## src/rtl/int_ctrl_pkg.sv

```systemverilog
// rtl/int_ctrl_pkg.sv - shared types and helpers for the interrupt controller
package int_ctrl_pkg;
  localparam int N_SRC = 4;

  typedef enum logic [1:0] {
    IDLE    = 2'b00,
    REQ     = 2'b01,
    SERVICE = 2'b10
  } state_t;

  function automatic logic [31:0] default_vec(input logic [31:0] base,
                                              input logic [31:0] stride,
                                              input int idx);
    return base + 32'(idx) * stride;
  endfunction
endpackage

```

## src/rtl/int_prio_enc.sv

```systemverilog
// rtl/int_prio_enc.sv - lowest-index-first priority encoder over the eligible set
module int_prio_enc
  import int_ctrl_pkg::*;
(
  input  logic [N_SRC-1:0] req,
  output logic             any,
  output logic [1:0]       id
);
  always_comb begin
    any = |req;
    id  = 2'd0;
    if (req[0])      id = 2'd0;
    else if (req[1]) id = 2'd1;
    else if (req[2]) id = 2'd2;
    else if (req[3]) id = 2'd3;
  end
endmodule

```

## src/rtl/int_controller.sv

```systemverilog
// rtl/int_controller.sv - four-source edge-triggered interrupt controller
// with mask, fixed priority, vector table and intr/intAck/intRet handshake
module int_controller
  import int_ctrl_pkg::*;
#(
  parameter int               WIDTH      = 16,
  parameter logic [WIDTH-1:0] VEC_BASE   = 'h0010,
  parameter logic [WIDTH-1:0] VEC_STRIDE = 'h0010
) (
  input  logic             CLK,
  input  logic             Reset,
  input  logic [3:0]       irq,
  input  logic             cfgWrite,
  input  logic [1:0]       cfgSel,
  input  logic [WIDTH-1:0] cfgData,
  input  logic             maskWrite,
  input  logic [3:0]       maskData,
  input  logic             intAck,
  input  logic             intRet,
  output logic             intr,
  output logic [1:0]       intLvl,
  output logic [WIDTH-1:0] intVector,
  output logic             busy,
  output logic [3:0]       pending
);
  state_t           state;
  logic [3:0]       irq_q;
  logic [3:0]       mask;
  logic [WIDTH-1:0] vec_tbl [N_SRC];

  logic [3:0] rise;
  logic [3:0] eligible;
  logic [3:0] ack_clr;
  logic       win_any;
  logic [1:0] win_id;

  assign rise     = irq & ~irq_q;
  assign eligible = pending & ~mask;
  // Only an accepted acknowledge retires the presented source.
  assign ack_clr  = (state == REQ && intAck) ? (4'b0001 << intLvl) : 4'b0000;

  int_prio_enc u_prio_enc (
    .req (eligible),
    .any (win_any),
    .id  (win_id)
  );

  always_ff @(posedge CLK) begin
    if (Reset) begin
      state     <= IDLE;
      intr      <= 1'b0;
      busy      <= 1'b0;
      intLvl    <= 2'd0;
      intVector <= '0;
      pending   <= 4'b0000;
      mask      <= 4'b0000;
      irq_q     <= 4'b0000;
      for (int i = 0; i < N_SRC; i++)
        vec_tbl[i] <= WIDTH'(default_vec(32'(VEC_BASE), 32'(VEC_STRIDE), i));
    end else begin
      irq_q <= irq;
      // A fresh edge on the acknowledged source wins over its clear.
      pending <= (pending & ~ack_clr) | rise;
      if (maskWrite) mask <= maskData;
      if (cfgWrite)  vec_tbl[cfgSel] <= cfgData;

      case (state)
        IDLE: begin
          if (win_any) begin
            state     <= REQ;
            intr      <= 1'b1;
            intLvl    <= win_id;
            intVector <= vec_tbl[win_id];
          end
        end
        REQ: begin
          if (intAck) begin
            state <= SERVICE;
            intr  <= 1'b0;
            busy  <= 1'b1;
          end
        end
        SERVICE: begin
          if (intRet) begin
            state <= IDLE;
            busy  <= 1'b0;
          end
        end
        default: begin
          state <= IDLE;
          intr  <= 1'b0;
          busy  <= 1'b0;
        end
      endcase
    end
  end
endmodule
```

## config.mk

```make
export PLATFORM = sky130hd
export DESIGN_NAME = int_controller
export DESIGN_NICKNAME = d
export VERILOG_FILES = /design/src/rtl/int_ctrl_pkg.sv /design/src/rtl/int_prio_enc.sv /design/src/rtl/int_controller.sv
export SDC_FILE = /design/constraint.sdc
export NUM_CORES = 1
export LEC_CHECK = 0
export ABC_AREA = 1
export BUFFER_PORTS_ARGS = -buffer_cell sky130_fd_sc_hd__buf_2
export CELL_PAD_IN_SITES_DETAIL_PLACEMENT = 1
export CELL_PAD_IN_SITES_GLOBAL_PLACEMENT = 1
export CORE_MARGIN = 2
export CORE_UTILIZATION = 40
export DETAILED_ROUTE_END_ITERATION = 10
export PLACE_DENSITY = 0.8
export SLEW_MARGIN = 20
export SYNTH_ARGS = -nofsm -noshare
export SYNTH_HDL_FRONTEND = slang
export SYNTH_SLANG_ARGS = --single-unit
```

## constraint.sdc

```tcl
create_clock -name CLK -period 1.9 [get_ports CLK]
set_input_delay 0.095 -clock CLK [delete_from_list [all_inputs] [get_ports CLK]]
set_output_delay 0.095 -clock CLK [all_outputs]
set_load 0.05 [all_outputs]
```

==> results.txt, run 1 <==
final antenna-violating net count = 0
routed vias = 3612
Min Hold Slack = 26.9 ps
sw frac = 33.2%
worst skew pair latency = 350 ps
crit-path cells = nand2_1 > nand2_1 > nand2_4 > nand2_4 > nand2_1 > nand3_1 > nand3_1 > nand2_1 > inv_1
min-delay src = intAck
Worst Tran Pin Value = 506 ps
Placement Setup Slack = 392 ps
relative slew slack = 66.3%
R2R Setup Slk = 370 ps
Slowest-stage cell, CP = dfxtp_1
largest family of logic cells by synthesized area = simple AND/OR/NAND/NOR gates
total wire length = 11900 um
max_cap viols = 0
CTS H-tree lvls = 3
mean area per synthesized cell = 8.76 sq um
layout cell share with drive strength beyond 1 = 19.7%
drt pass-1 iters = 4
Boundary Pins = 56
root buffer cell = clkbuf_16
FF-to-FF End = intVector[13]$_SDFFE_PP0P_
GRT overflow = 0
largest net degree at the start of global routing = 35
drt initial violations = 172
commonest non-fill, non-tap cell in the layout = inv_1
Power, Total = 5.66 mW
sequential-to-total area share from yosys stat = 56.8%
max-slew violation count = 0
maximum clock frequency = 0.653 GHz
wire per inst = 16.2 um
Synth Area in Adders = 0%
CTS clk-pin slew, worst paths = 70 ps
Startpoint Class = flip-flop
mux share of post-synthesis cell area = 0%
Synth cell types = 28
Crit. End Element = flip-flop
crit path kind = reg2reg
CP most frequent cell = nand2_1
setup TNS = 0 ps
mean number of vias per cell = 4.93
post-route DRC violation count = 0
Die H = 111 um
worst setup margin = 368 ps
critical path required time = 2140 ps
HPWL after DPL = 7550 um
Critical Path AT = 1770 ps
most frequent cells in the layout = inv_1 (111), nor2_1 (90), nand3_1 (74)
post_cts resized = 0
syn nets = 555
hold path depth = 4
number of synthesis warnings = 0
Core Box Area = 11300 sq um
Fin. Hold Viols = 0
Mapped Cells = 523
r2r worst-path depth = 9
RePlAce Congestion = 0.752
post-synthesis compound-gate area fraction = 3.50%
CTS max path bufs = 2
post-synthesis share of cell area spent on xor and xnor gates = 0%
Final setup viols = 0
clock skew = 6.86 ps
All-Layer GR Usage = 20.4%
Pint = 3.78 mW
NetSw = 1.88 mW
leakage power = 2.60 nW
sequential share of power = 46.0%
power share of the clock group = 29.5%
starting density of the core = 40.5%
CTS Sinks = 98
CTS buffer count = 9
Synth Area in Simple Gates = 26.7%
worst min path class = in2reg
Comb power frac = 24.5%
Port Buffers = 55
vias in the first global route = 3865
register bit total from synthesis = 98
Hold EP = state[0]$_SDFFE_PP0P_
post-synthesis instance area = 4580 sq um
Die Wd = 111 um
initial antenna violation count = 0
CP peak stage delay = 360 ps
Power per Cell Area = 1060 nW/um^2
die footprint = 12300 sq um
first-pass GRT wire length = 19500 um
fin nets = 617
status = finished clean
RSZ-0062 raised after global routing = no
TritonCTS clock tree = done
fin crit share = 80.6%
r2r startpoint = pending[2]$_SDFF_PP0_
VDD IR-drop max = 561 uV
Max FO, Critical Path = 33
n_diodes = 0
# rows = 39
Syn-to-layout area delta = 16.2%
Tmin final = 1530 ps
[power by group through the flow]
stage	logic [mW]	registers [mW]	clock network, mW
after global routing	1.52	2.63	1.77
after global placement	1.32	2.64	0
after floorplan	0.729	2.95	0
final	1.39	2.60	1.67
after detailed placement	1.37	2.65	0
after CTS	1.40	2.61	1.70
[cell usage after synthesis, drive strengths merged]
master  instances  area [sq um]
a21oi           9          45.0
o32ai           2          17.5
nand3b          1          7.51
nand3          84           478
edfxtp         64          1920
nor2          102           413
o22ai           2          12.5
buf            20           145
clkbuf          2          7.51
inv           115           434
o21ai           8          62.6
nand2          74           315
dfxtp          34           681
clkinv          1          8.76
o31ai           3          22.5
nor3            2          10.0
[per-stage QoR]
| stage | utilization (%) | area (sq um) | cells |
|---|---|---|---|
| floorplan | - | 4580 | 523 |
| global placement | 44.3 | 5010 | 712 |
| detailed placement | 44.3 | 5010 | 712 |
| CTS | 47.0 | 5330 | 733 |
| global route | 47.0 | 5330 | 733 |
| finish | 47.0 | 5330 | 733 |
[critical path: cells and delay by family, from the launching register on]
family / cells / cell delay, ps
AND/OR/NAND/NOR: 8 / 1020
buffers and inverters: 1 / 50
flip-flops: 1 / 360
[per-layer routing]
metal / global-route usage, % / up-vias / part of all wire, % / routed length [um]
li1: - / 1750 / - / -
met1: 24.4 / 1763 / 42 / 5000
met2: 36.1 / 85 / 52 / 6140
met3: 4.26 / 14 / 4.4 / 527
met4: 7.65 / 0 / 2.0 / 238
met5: 0 / - / 0 / 0
[state kept, by name, indices dropped and copies added (netlist names), 2 cells and up]
| name | cells |
|---|---|
| pending | 4 |
| intLvl | 2 |
| irq_q | 4 |
| state | 2 |
| intVector | 16 |
| vec_tbl | 64 |
| mask | 4 |
[cell families after synthesis]
kind of cell,after synthesis
AND/OR/NAND/NOR,263
buffers and inverters,138
flip-flops,98
AO/OA/AOI/OAI,24
[final cells by class]
| type | count | area (sq um) |
|---|---|---|
| Clock inverter | 3 | 15.0 |
| Fill cell | 1373 | 5990 |
| Inverter | 116 | 443 |
| Multi-Input combinational cell | 287 | 1390 |
| Clock buffer | 13 | 250 |
| Sequential cell | 98 | 2600 |
| Tap cell | 143 | 179 |
| Timing Repair Buffer | 73 | 448 |
[how the worst max path moves through the flow]
stage                                from                           to  slack, ps  cells past startpoint
floorplan                        cfgWrite      vec_tbl[3][0]$_DFFE_PP_         40                      2
global placement                    Reset  vec_tbl[0][2]$_SDFFCE_PN0P_        470                      7
detailed placement  pending[2]$_SDFF_PP0_   intVector[11]$_SDFFE_PP0P_        390                      9
CTS                 pending[2]$_SDFF_PP0_    intVector[2]$_SDFFE_PP0P_        360                      9
global route        pending[2]$_SDFF_PP0_   intVector[14]$_SDFFE_PP0P_        210                      9
finish              pending[2]$_SDFF_PP0_   intVector[13]$_SDFFE_PP0P_        370                      9
[repair_timing]
action	CTS	global route
hold buffers	5	0
hold endpoints to repair	5	0
setup buffers	0	0
No activity file was read; power rests on OpenSTA's default activity.
==> inputs of run 2 (changes only) <==
--- a/config.mk
+++ b/config.mk
@@ -10,9 +10,9 @@
 export CELL_PAD_IN_SITES_DETAIL_PLACEMENT = 1
 export CELL_PAD_IN_SITES_GLOBAL_PLACEMENT = 1
 export CORE_MARGIN = 2
-export CORE_UTILIZATION = 40
+export CORE_UTILIZATION = 44
 export DETAILED_ROUTE_END_ITERATION = 10
-export PLACE_DENSITY = 0.8
+export PLACE_DENSITY = 0.84
 export SLEW_MARGIN = 20
 export SYNTH_ARGS = -nofsm -noshare
 export SYNTH_HDL_FRONTEND = slang
==> constraint.sdc (replaced) <==
create_clock -name CLK -period 1.45 [get_ports CLK]
set_input_delay 0.0725 -clock CLK [delete_from_list [all_inputs] [get_ports CLK]]
set_output_delay 0.0725 -clock CLK [all_outputs]
set_load 0.05 [all_outputs]
==> run 2 against run 1 <==
  * Total power up 32%
  * Critical path type unchanged
  * Clock power increased by 17%
  * Flip-flop and latch count is the same
  * Clock skew is 0.67 ps lower
  * Global-route usage increased by 1.9 points
  * Register-to-register slack worse by 320 ps
  * Critical endpoint is now intVector[7]$_SDFFE_PP0P_
  * Critical path depth grew 1
  * First-iteration DRC count grew 56%
  * Core utilization up 7.8 points
  * Sequential power increased by 32%
  * Combinational power is 50% higher
==> results.txt, run 2 (same netlist as run 1, synthesis figures left out) <==
Die H = 106 um
mean number of vias per cell = 4.94
routed vias = 3661
root buffer cell = clkbuf_8
fin crit share = 96.6%
most frequent cells in the layout = inv_1 (111), nor2_1 (89), nand2_1 (67)
All-Layer GR Usage = 22.3%
total wire length = 12500 um
Boundary Pins = 56
sequential share of power = 45.8%
Die Wd = 106 um
Power, Total = 7.46 mW
status = finished clean
fin nets = 633
clock skew = 6.18 ps
vias in the first global route = 3820
layout cell share with drive strength beyond 1 = 23.8%
drt pass-1 iters = 4
CTS buffer count = 9
leakage power = 2.71 nW
CTS clk-pin slew, worst paths = 90 ps
worst skew pair latency = 370 ps
Final setup viols = 0
Pint = 4.90 mW
GRT overflow = 0
largest register by flop count = vec_tbl
Setup Fix Bufs, Post-CTS = 0
power share of the clock group = 26.2%
critical path required time = 1720 ps
final antenna-violating net count = 0
Top Registers = vec_tbl (64), intVector (16)
NetSw = 2.56 mW
n_diodes = 0
Worst Tran Pin Value = 318 ps
Syn-to-layout area delta = 22.4%
first-pass GRT wire length = 19600 um
max_cap viols = 0
crit path kind = reg2reg
# rows = 37
die footprint = 11200 sq um
drt initial violations = 268
Min Hold Slack = 12.1 ps
initial antenna violation count = 0
Core Box Area = 10200 sq um
Final Util = 54.8%
Crit. End Element = flip-flop
Critical Path AT = 1670 ps
Fin. Hold Viols = 0
max-slew violation count = 0
largest net degree at the start of global routing = 34
VDD IR-drop max = 577 uV
RePlAce Congestion = 0.809
RSZ-0062 raised after global routing = yes
Fillers = 1196
CTS Sinks = 98
Cells after DPL = 710
Port Buffers = 55
maximum clock frequency = 0.714 GHz
HPWL after DPL = 8210 um
relative slew slack = 78.8%
post-route DRC violation count = 0
wire per inst = 16.9 um
CTS max path bufs = 2
Power per Cell Area = 1330 nW/um^2
TritonCTS clock tree = done
fin cells = 741
sw frac = 34.3%
Max FO, Critical Path = 8
commonest non-fill, non-tap cell in the layout = inv_1
Comb power frac = 28.0%
starting density of the core = 44.8%
Startpoint Class = flip-flop
number of flip-flops in the largest register = 64
worst min path class = in2reg
Tmin final = 1400 ps
CTS H-tree lvls = 3
==> run 2: cell type report <==
class | count | area [sq um] | share of cell area, %
tap | 136 | 170 | 3.04
clock buffer | 9 | 124 | 2.21
sequential | 98 | 2610 | 46.5
inverter | 116 | 443 | 7.90
timing repair buffer | 88 | 684 | 12.2
multi-input combinational | 288 | 1480 | 26.5
clock inverter | 6 | 92.6 | 1.65
==> run 2: worst max-delay path: stages (launching register included) <==
cell	delay [ps]
dfxtp_2	350
inv_2	60
nor2_4	110
nand2_4	80
nand2_8	160
clkbuf_16	170
nand3_1	70
nand3_1	100
nand3_1	90
nand2_1	70
inv_1	40
==> run 2: power groups by stage <==
stage	sequential (mW)	combinational, mW	clock [mW]
5_1_grt	3.45	2.26	2.08
2_1_floorplan	3.87	0.957	0
3_3_place_gp	3.46	1.80	0
3_5_place_dp	3.48	1.86	0
4_1_cts	3.41	1.91	1.98
6_report	3.42	2.09	1.95
==> run 2: final timing paths <==
| path | start | endpoint | slack (ps) | cells past startpoint |
|---|---|---|---|---|
| worst max-delay path | pending[3]$_SDFF_PP0_ | intVector[7]$_SDFFE_PP0P_ | 50 | 10 |
| worst min-delay path | cfgSel[1] | vec_tbl[1][5]$_SDFFCE_PN1P_ | 10 | 3 |
| worst max register to register | pending[3]$_SDFF_PP0_ | intVector[7]$_SDFFE_PP0P_ | 50 | 10 |
| worst min register to register | irq_q[0]$_SDFF_PP0_ | pending[0]$_SDFF_PP0_ | 430 | 1 |
==> run 2: metal layers <==
layer / vias to the layer above / routed length (um) / track usage [%]
met1: 1755 / 5630 / 29.7
met3: 18 / 464 / 3.19
li1: 1790 / - / -
met2: 98 / 6200 / 37.8
met5: - / 0 / 0
met4: 0 / 201 / 6.86
==> run 2: repair_timing <==
action / in CTS / in global routing
hold buffers: 11 / 0
gates cloned: 0 / 5
endpoints found under the hold margin: 14 / 0
endpoints found under the setup margin: 6 / 15
pin swaps: 0 / 2
gates resized for setup: 4 / 20
==> run 2: per-stage QoR <==
stage | area (sq um) | setup TNS (ps) | setup WS (ps)
3_5_place_dp | 5070 | -51.7 | -30.8
3_3_place_gp | 5070 | 0 | 73.1
6_report | 5610 | 0 | 49.8
4_1_cts | 5420 | 0 | 0.139
5_1_grt | 5610 | -437 | -53.0
2_1_floorplan | 4590 | -1900 | -59.4
==> inputs of run 3 (changes only) <==
--- a/config.mk
+++ b/config.mk
@@ -7,12 +7,11 @@
 export LEC_CHECK = 0
 export ABC_AREA = 1
 export BUFFER_PORTS_ARGS = -buffer_cell sky130_fd_sc_hd__buf_2
-export CELL_PAD_IN_SITES_DETAIL_PLACEMENT = 1
-export CELL_PAD_IN_SITES_GLOBAL_PLACEMENT = 1
 export CORE_MARGIN = 2
-export CORE_UTILIZATION = 44
+export CORE_UTILIZATION = 60
+export CTS_BUF_LIST = sky130_fd_sc_hd__clkbuf_8
 export DETAILED_ROUTE_END_ITERATION = 10
-export PLACE_DENSITY = 0.84
+export PLACE_DENSITY = 0.86
 export SLEW_MARGIN = 20
 export SYNTH_ARGS = -nofsm -noshare
 export SYNTH_HDL_FRONTEND = slang
==> run 3 against run 2 <==
  * Register-to-register slack better by 20 ps
  * Maximum frequency up 1.5%
  * Worst hold slack worse by 1.5 ps
  * Clock skew up 6.8 ps
  * Total power down 4.1%
  * Clock power down 3%
  * Via count down 1.2%
  * Clock-buffer cell count unchanged
  * Critical endpoint unchanged
  * Largest power group unchanged
==> results.txt, run 3 (same netlist as run 1, synthesis figures left out) <==
CTS clk-pin slew, worst paths = 90 ps
Power, Total = 7.16 mW
worst min path class = in2reg
final instance area = 5370 sq um
CTS max path bufs = 2
mean number of vias per cell = 5.18
Final setup viols = 0
Pint = 4.80 mW
number of flip-flops in the largest register = 64
# rows = 31
CP bufs+invs = 4
leakage power = 2.64 nW
Max FO, Critical Path = 20
CTS Sinks = 98
Critical Path AT = 1650 ps
RePlAce Congestion = 0.808
Core Box Area = 7330 sq um
max_cap viols = 0
Fin. Hold Viols = 0
total wire length = 9900 um
clock skew = 13.0 ps
critical path required time = 1720 ps
Tmin final = 1380 ps
HPWL after DPL = 6810 um
n_diodes = 0
Hold EP = vec_tbl[1][5]$_SDFFCE_PN1P_
FF-to-FF End = intVector[7]$_SDFFE_PP0P_
Top Layer Used = met4
Setup Fix Bufs, Post-CTS = 0
final antenna-violating net count = 0
max-slew violation count = 0
Die H = 91.4 um
NetSw = 2.35 mW
Boundary Pins = 56
All-Layer GR Usage = 25.3%
layout cell share with drive strength beyond 1 = 21.2%
Die Wd = 91.4 um
most frequent cells in the layout = inv_1 (111), nor2_1 (90), nand3_1 (74)
Power per Cell Area = 1330 nW/um^2
multi-input logic area = 1400 sq um
VDD IR-drop max = 592 uV
worst skew pair latency = 370 ps
largest net degree at the start of global routing = 34
Startpoint Class = flip-flop
commonest non-fill, non-tap cell in the layout = inv_1
TritonCTS clock tree = done
fin crit share = 95.2%
CP peak stage delay = 320 ps
Port Buffers = 55
r2r startpoint = mask[2]$_SDFFE_PP0P_
largest register by flop count = vec_tbl
Worst Tran Pin Value = 309 ps
largest delay contributor family on the critical path = simple AND/OR/NAND/NOR gates
Comb power frac = 26.0%
Register Area = 2610 sq um
R2R Setup Slk = 70 ps
dpl cell area = 5020 sq um
Slowest-stage cell, CP = dfxtp_1
vias in the first global route = 3606
initial antenna violation count = 0
crit-path cells = inv_1 > nand2_2 > o21ai_4 > o21ai_4 > inv_4 > buf_12 > nor2_2 > nor2_1 > nand2_1 > inv_1
wire length on met3 = 792 um
drt initial violations = 382
die footprint = 8350 sq um
fin nets = 627
power share of the clock group = 26.4%
starting density of the core = 62.5%
Crit. End Element = flip-flop
CTS H-tree lvls = 3
root buffer cell = clkbuf_8
drt pass-1 iters = 6
wire per inst = 14.2 um
r2r worst-path depth = 10
setup TNS = 0 ps
sw frac = 32.9%
Placement Setup Slack = 50.0 ps
min-delay src = cfgSel[1]
Top Registers = vec_tbl (64), intVector (16)
met2 wire length = 4720 um
crit path kind = reg2reg
CTS buffer count = 9
relative slew slack = 79.4%
worst setup margin = 69.9 ps
maximum clock frequency = 0.725 GHz
post-route DRC violation count = 0
DRT met1 WL = 4190 um
sequential share of power = 47.6%
first-pass GRT wire length = 16600 um
status = finished clean
Fillers = 490
hold path depth = 3
Syn-to-layout area delta = 17.1%
GRT overflow = 0
routed vias = 3617
## run 3: worst register-to-register path: stages, from the launching register on
cell,delay [ps]
dfxtp_1,320
inv_1,60
nand2_2,90
o21ai_4,80
o21ai_4,210
inv_4,70
buf_12,160
nor2_2,100
nor2_1,60
nand2_1,90
inv_1,40
## run 3: how the worst max path moves through the flow
stage	slack [ps]	cells after the start	start	end
2_1_floorplan	-60	7	cfgWrite	vec_tbl[0][0]$_SDFFCE_PN0P_
3_3_place_gp	130	10	mask[2]$_SDFFE_PP0P_	intVector[10]$_SDFFE_PP0P_
3_5_place_dp	50	10	mask[2]$_SDFFE_PP0P_	intVector[9]$_SDFFE_PP0P_
4_1_cts	10	10	mask[2]$_SDFFE_PP0P_	intVector[9]$_SDFFE_PP0P_
5_1_grt	-40	10	mask[2]$_SDFFE_PP0P_	intVector[7]$_SDFFE_PP0P_
6_report	70	10	mask[2]$_SDFFE_PP0P_	intVector[7]$_SDFFE_PP0P_
## run 3: metal layers
layer  up-vias  global-route usage, %
met4         0                   11.9
met2       197                   40.9
met3        16                   4.65
met1      1632                   33.2
met5         -                      0
li1       1772                      -
## run 3: metrics by stage
| stage | instances | utilization [%] | hold WS [ps] |
|---|---|---|---|
| 6_report | 698 | 73.2 | 10.6 |
| 5_1_grt | 698 | 73.2 | 25.1 |
| 4_1_cts | 698 | 72.8 | 5.13 |
| 3_5_place_dp | 672 | 68.4 | 287 |
| 3_3_place_gp | 672 | 68.4 | 281 |
| 2_1_floorplan | 523 | - | 188 |
## run 3: power by group through the flow
stage / combinational [mW] / sequential, mW / clock (mW)
after global placement: 1.74 / 3.45 / 0
after floorplan: 0.957 / 3.87 / 0
after detailed placement: 1.79 / 3.47 / 0
after CTS: 1.83 / 3.40 / 1.90
final: 1.86 / 3.41 / 1.89
after global routing: 2.04 / 3.44 / 2.01
## run 3: area by class of cell
cell class                      instances  share of cell area, %
Tap cell                               99                   2.31
Timing Repair Buffer                   83                   10.8
Sequential cell                        98                   48.6
Clock buffer                            9                   2.31
Clock inverter                          6                   1.63
Multi-Input combinational cell        287                   26.1
Inverter                              116                   8.26
## run 3: what timing repair did
item / 4_1_cts / 5_1_grt
endpoints found under the hold margin: 13 / 0
hold buffers: 11 / 0
gates resized for setup: 0 / 6
endpoints found under the setup margin: 0 / 16
